`config.mk`:
```
export PLATFORM = sky130hd
export DESIGN_NAME = score_plotter
export DESIGN_NICKNAME = d
export VERILOG_FILES = /design/src/rtl/score_plotter.sv
export SDC_FILE = /design/constraint.sdc
export NUM_CORES = 1
export LEC_CHECK = 0
export CAP_MARGIN = 25
export CORE_ASPECT_RATIO = 1.1
export CORE_MARGIN = 2
export CORE_UTILIZATION = 52
export DETAILED_ROUTE_END_ITERATION = 7
export GPL_TIMING_DRIVEN = 0
export HOLD_SLACK_MARGIN = 0.15
export PLACE_DENSITY = 0.81
export SETUP_SLACK_MARGIN = 0.02
export SKIP_LAST_GASP = 1
export SYNTH_ARGS = -nofsm -noshare
export SYNTH_HDL_FRONTEND = slang
export SYNTH_SLANG_ARGS = --single-unit
```
`constraint.sdc`:
```
create_clock -name clk -period 2.9 [get_ports clk]
set_input_delay 0.58 -clock clk [delete_from_list [all_inputs] [get_ports clk]]
set_output_delay 0.58 -clock clk [all_outputs]
set_load 0.02 [all_outputs]
```
`src/rtl/score_plotter.sv`:
```
// Renders a captured 3-digit, 5x6-per-digit score bitmap into the framebuffer,
// one pixel per cycle, with every pixel written as foreground or background.
module score_plotter #(
  parameter logic [7:0] X0          = 8'd4,
  parameter logic [6:0] Y0          = 7'd2,
  parameter logic [7:0] DIGIT_PITCH = 8'd7,
  parameter logic [2:0] FG_COLOUR   = 3'b111,
  parameter logic [2:0] BG_COLOUR   = 3'b000
) (
  input  logic        clk,
  input  logic        reset,
  input  logic        start,
  input  logic [89:0] score_display,
  output logic [7:0]  x_out,
  output logic [6:0]  y_out,
  output logic [2:0]  colour,
  output logic        plot,
  output logic        busy,
  output logic        done
);

  typedef enum logic [1:0] {IDLE, DRAW, FIN} state_t;

  state_t      state;
  logic [89:0] snap;
  logic [1:0]  k;
  logic [2:0]  r;
  logic [2:0]  c;
  logic [7:0]  x_nxt;
  logic [6:0]  y_nxt;

  assign x_nxt = X0 + DIGIT_PITCH * {6'd0, k} + {5'd0, c};
  assign y_nxt = Y0 + {4'd0, r};

  // Pixel 0 is emitted on the capture edge straight from score_display; the
  // snapshot is stored pre-shifted so snap[0] is always the next pixel's bit.
  // k reaching 3 (not a wrap) marks that pixel 89 has been issued.
  always_ff @(posedge clk) begin
    if (reset) begin
      state  <= IDLE;
      snap   <= '0;
      k      <= '0;
      r      <= '0;
      c      <= '0;
      x_out  <= '0;
      y_out  <= '0;
      colour <= '0;
      plot   <= 1'b0;
      busy   <= 1'b0;
      done   <= 1'b0;
    end else begin
      case (state)
        IDLE: begin
          plot <= 1'b0;
          done <= 1'b0;
          if (start) begin
            snap   <= {1'b0, score_display[89:1]};
            x_out  <= X0;
            y_out  <= Y0;
            colour <= score_display[0] ? FG_COLOUR : BG_COLOUR;
            plot   <= 1'b1;
            busy   <= 1'b1;
            k      <= 2'd0;
            r      <= 3'd0;
            c      <= 3'd1;
            state  <= DRAW;
          end
        end
        DRAW: begin
          if (k == 2'd3) begin
            plot  <= 1'b0;
            done  <= 1'b1;
            state <= FIN;
          end else begin
            plot   <= 1'b1;
            x_out  <= x_nxt;
            y_out  <= y_nxt;
            colour <= snap[0] ? FG_COLOUR : BG_COLOUR;
            snap   <= {1'b0, snap[89:1]};
            if (c == 3'd5) begin
              c <= 3'd0;
              if (r == 3'd4) begin
                r <= 3'd0;
                k <= k + 2'd1;
              end else begin
                r <= r + 3'd1;
              end
            end else begin
              c <= c + 3'd1;
            end
          end
        end
        FIN: begin
          done  <= 1'b0;
          busy  <= 1'b0;
          k     <= 2'd0;
          state <= IDLE;
        end
        default: state <= IDLE;
      endcase
    end
  end

endmodule

```
# Yosys cells after proc, flatten, opt, wreduce, memory -nomap -nowiden
# Cells that the tools add are included.
[word_totals]
regBits = 121
input_bits = 93
out_inout_bits = 21
word_cells = 78
[op_classes]
n_addsub = 6
multipliers = 1
n_eq_ne = 10
mux = 38
n_reduce_logical = 12
[op_table]
columns = ["op", "n"]
rows = [
  ["$mux 90", 2],
  ["$pmux 90 s2", 1],
  ["$mux 3", 11],
  ["$pmux 3 s2", 3],
  ["$mux 8", 2],
  ["$pmux 8 s2", 1],
  ["$mux 7", 2],
  ["$pmux 7 s2", 1],
  ["$mux 2", 6],
  ["$ne 2x2->1 const B", 5],
  ["$add 6x3->7", 1],
  ["$add 3x1->3 const B", 2],
  ["$add 3x5->6 const A", 1],
  ["$eq 3x3->1 const B", 2],
  ["$pmux 1 s2", 3],
  ["$pmux 2 s3", 1],
  ["$reduce_and 2->1", 3],
  ["$reduce_bool 2->1", 3],
  ["$mul 3x2->5 const A", 1],
  ["$reduce_and 5->1", 1],
  ["$add 2x3->4 const A", 1],
  ["$eq 2x2->1 const B", 2],
  ["$mux 1", 4],
  ["$pmux 2 s2", 1],
  ["other kinds (7)", 7],
]

# Logic depth before layout (Yosys ltp)
[depth]
ltp_word = 5
mapped_depth = 9
ltp_nobuf = 9

# Worst setup path after synthesis
# OpenSTA, ideal clock, no wires.
[synth_timing]
kind = "register -> register"
from = "register k[0]"
to = "register x_out[4]"
setup_time_ns = 0.117
arrival_time_ns = 2.164
t_required_ns = 2.783
path_slack_ns = 0.619
stages_incl_launch_ff = 9
path_buffers = 0
synth_period_minus_slack_ns = 2.281
path_cell_list = "dfxtp_1 > inv_1 > ha_1 > inv_1 > fa_1 > ha_1 > fa_1 > xnor2_1 > a22o_1"
[synth_between]
elab_chain_len = 5
elab_cells_between_ends = 8
classes_between = "add/sub (2); mul (1); eq/ne (2); mux (2); reduce/logical (1)"
[synth_lines]
columns = ["element", "line_no", "source"]
rows = [
  ["start: declaration", "26", "logic [1:0] k;"],
  ["start signal: assignment", "84", "k <= k + 2'd1;"],
  ["$mul 3x2->5", "32", "assign x_nxt = X0 + DIGIT_PITCH * {6'd0, k} + {5'd0, c};"],
  ["$add 3x5->6", "32", ""],
  ["$add 6x3->7", "32", ""],
  ["$mux 8", "70", "if (k == 2'd3) begin"],
  ["$pmux 8 s2", "52", "case (state)"],
  ["end signal: assignment", "76", "x_out <= x_nxt;"],
  ["end: declaration", "14", "output logic [7:0] x_out,"],
]
# Parallel ways exist; a longest one is shown, timed or not. The select of a mux whose other input is x is not followed.
# A chain may end at the register's enable or synchronous reset.

# Worst setup path after layout
# Ends and elaborated chain as after synthesis.

==> impl_metrics.ini <==
[setup_path]
cp_max_fo = 6
critPathKind = reg -> reg
crit_path_end_kind = register
crit_chain = inv_1 > ha_1 > inv_1 > fa_1 > ha_1 > fa_1 > xnor2_1 > a22o_1
cp_slowest_stage_delay_ps = 450
r2r_setup_slack_ps = 470
crit_path_start = k[0]$_SDFFE_PP0P_
reg2reg_from = k[0]$_SDFFE_PP0P_
startpoint_type = register
rr_endpoint = x_out[4]$_SDFFE_PP0P_
worst-endpoint-required_ps = 3190
critPathBufInv = 2
endpoint = x_out[4]$_SDFFE_PP0P_
ff2ff_path_depth = 8
arrival_ps = 2710
worst-path-stages = 8
crit_slowest_cell = fa_1
cp_top_family = adder cells

[layout]
layout.cells.non_filler = 709
antennaDiodeCount = 0
syn2layout_area_growth_pct = 32.9
layout_common_cells = 113 x dfxtp_1, 107 x clkdlybuf4s50_1, 90 x mux2i_1, 90 x o2bb2ai_2, 17 x clkbuf_16
drive_gt1_share_pct = 28.6
layout_commonest_cell = dfxtp_1
finalCoreUtilization_pct = 71.4
final_nets = 659
n_fill_cell = 734

[clock_network]
ctsHoldBuffers = 0
clkSinkCount = 113
cts_buffer_depth = 2
cts_tree = built
htreeDepth = 4
worstSkewPairLatency_ps = 410
cts_resized = 0
cts.clk_slew.worst_paths_ps = 50
clockRootBuffer = clkbuf_16
cts_buffers = 17
postCtsSetupBuffers = 0

[die]
fp-row-count = 39
die_y_um = 113
io_pins = 114
start_util_pct = 53.7
core-area_um2 = 10400
die-area_um2 = 11600
die_w_um = 103

[sta]
setup_violations = 0
max_freq_ghz = 0.412
slew_headroom_pct = 52.8
fin_tns_setup_ps = 0
layout_min_cycle_time_ps = 2430
fin_crit_sh_pct = 83.7
rsz0062_at_grt = false
skew_ps = 8.99
tightest_slew_ps = 709
slew_violations = 0
hold_viol = 0

[yosys]
post_synth.cell_area_avg_um2 = 13.3
syn-cell-area_um2 = 5610
synth.yosys.seq_area_share_pct = 40.3
synth-warning-count = 0
ys_types = 45
netlist_instances = 423
ys_seq_elements = 113

[global_routing]
grt_usage_pct = 21.1
antenna_found_initial = 0
grt_overflow = 0
grt_max_degree = 17
grt_pass1_vias = 4037
grt_pass1_wl_um = 19300

[placement]
io_buffer_count = 107
dp.cells = 677
dp_hpwl_um = 8060
place.gp.congestion = 0.808

[route]
antenna_left = 0
drc_errors = 0
drt_pre_antenna_iters = 4
vias = 3773
wl_um = 11600
routedWlPerCell_um = 16.3
routed_via_density = 5.32
drt_iter0_markers = 67

[flow_run]
cap_violations = 0

[power_and_ir_drop]
power_mw = 4.43
power.density_nw_per_um2 = 594
p_leak_nw = 3.15
max-vdd-ir-drop_mv = 0.293

[min_path]
hp-start = snap[21]$_SDFFE_PP0P_
hold_path.class = reg -> reg

[outcome]
status = finished, final reports clean
synthesized netlist by cell type (all sizes together):
master	count	area [um2]
a2111oi	1	27.5
nand2b	4	25.0
buf	36	374
and2b	1	7.51
nor2b	1	6.26
nor4b	1	8.76
o2bb2ai	92	1370
nand2	3	11.3
nor3	3	31.3
inv	8	30.0
o221a	1	11.3
and3	1	6.26
nor2	11	51.3
o41ai	2	17.5
mux2i	90	901
nand4	3	18.8
conb	1	3.75
mux2	1	11.3
ha	10	125
fa	3	60.1
clkbuf	6	22.5
a22o	8	70.1
o32a	1	10.0
a21oi	7	35.0
o21ai	3	15.0
and2	2	15.0
xnor2	1	8.76
nor3b	2	15.0
dfxtp	113	2260
nand3b	1	7.51
or4	1	11.3
nand3	2	10.0
a32o	2	20.0
a211oi	1	7.51
final cells by class:
type	count	area (um2)	share of cell area, %
inverter	8	30.0	0.403
tap	143	179	2.40
clock buffer	28	537	7.20
buffer	42	397	5.32
sequential	113	2260	30.4
clock inverter	4	45.0	0.604
timing repair buffer	107	1070	14.4
multi-input combinational	264	2930	39.3
worst reg2reg max path: cells and delay by family, from the launching register on:
family / cells / cell delay [ps]
adders and majority gates: 4 / 1380
DFF: 1 / 440
xor gates and xnor gates: 1 / 130
buffers and inverters: 2 / 160
AOI/OAI and AO/OA: 1 / 200
sequential cells by signal, summed over array words and instances (netlist names):
register / cells
busy: 1
k: 2
done: 1
snap: 89
colour: 1
plot: 1
x_out: 6
state: 2
r: 3
c: 3
y_out: 4
logic make-up (layout without fill, tap and decap cells):
family                   after synthesis  count (layout)  synth area share, %
other                                  1               5               0.0669
flip-flops                           113             113                 40.3
AND/OR/NAND/NOR                       36              36                 4.02
adder cells (fa/ha/maj)               13              13                 3.30
buffers and inverters                 50             189                 7.61
XOR/XNOR                               1               1                0.156
AO/OA/AOI/OAI                        118             118                 28.2
multiplexers                          91              91                 16.3
worst min path at each step:
stage                                        to  slack (ps)  cells after the start
after floorplan           snap[61]$_SDFFE_PP0P_         430                      1
after global placement    snap[61]$_SDFFE_PP0P_         450                      1
after detailed placement  snap[61]$_SDFFE_PP0P_         450                      1
after CTS                  snap[6]$_SDFFE_PP0P_         470                      1
after global routing      snap[28]$_SDFFE_PP0P_         480                      1
final                     snap[21]$_SDFFE_PP0P_         470                      1
layer usage:
layer  share of wire [%]  GRT usage, %
met1                  44          26.0
met2                  49          35.0
met3                 5.7          6.11
met4                 1.2          7.19
met5                   0             0
through the flow:
step	hold slack, ps	area (um2)	setup WS, ps
after floorplan	432	5620	619
after global placement	452	6870	320
after detailed placement	451	6870	315
after CTS	472	7450	449
after global routing	479	7450	319
final	468	7450	474
where the power goes:
part | switching (mW) | leakage [nW] | internal (mW) | total [mW]
clock network | 0.671 | 0.290 | 1.33 | 2.00
registers | 0.0871 | 0.930 | 1.67 | 1.76
logic | 0.301 | 1.93 | 0.364 | 0.664
total | 1.06 | 3.15 | 3.37 | 4.43
No activity file was read; power rests on OpenSTA's default activity.
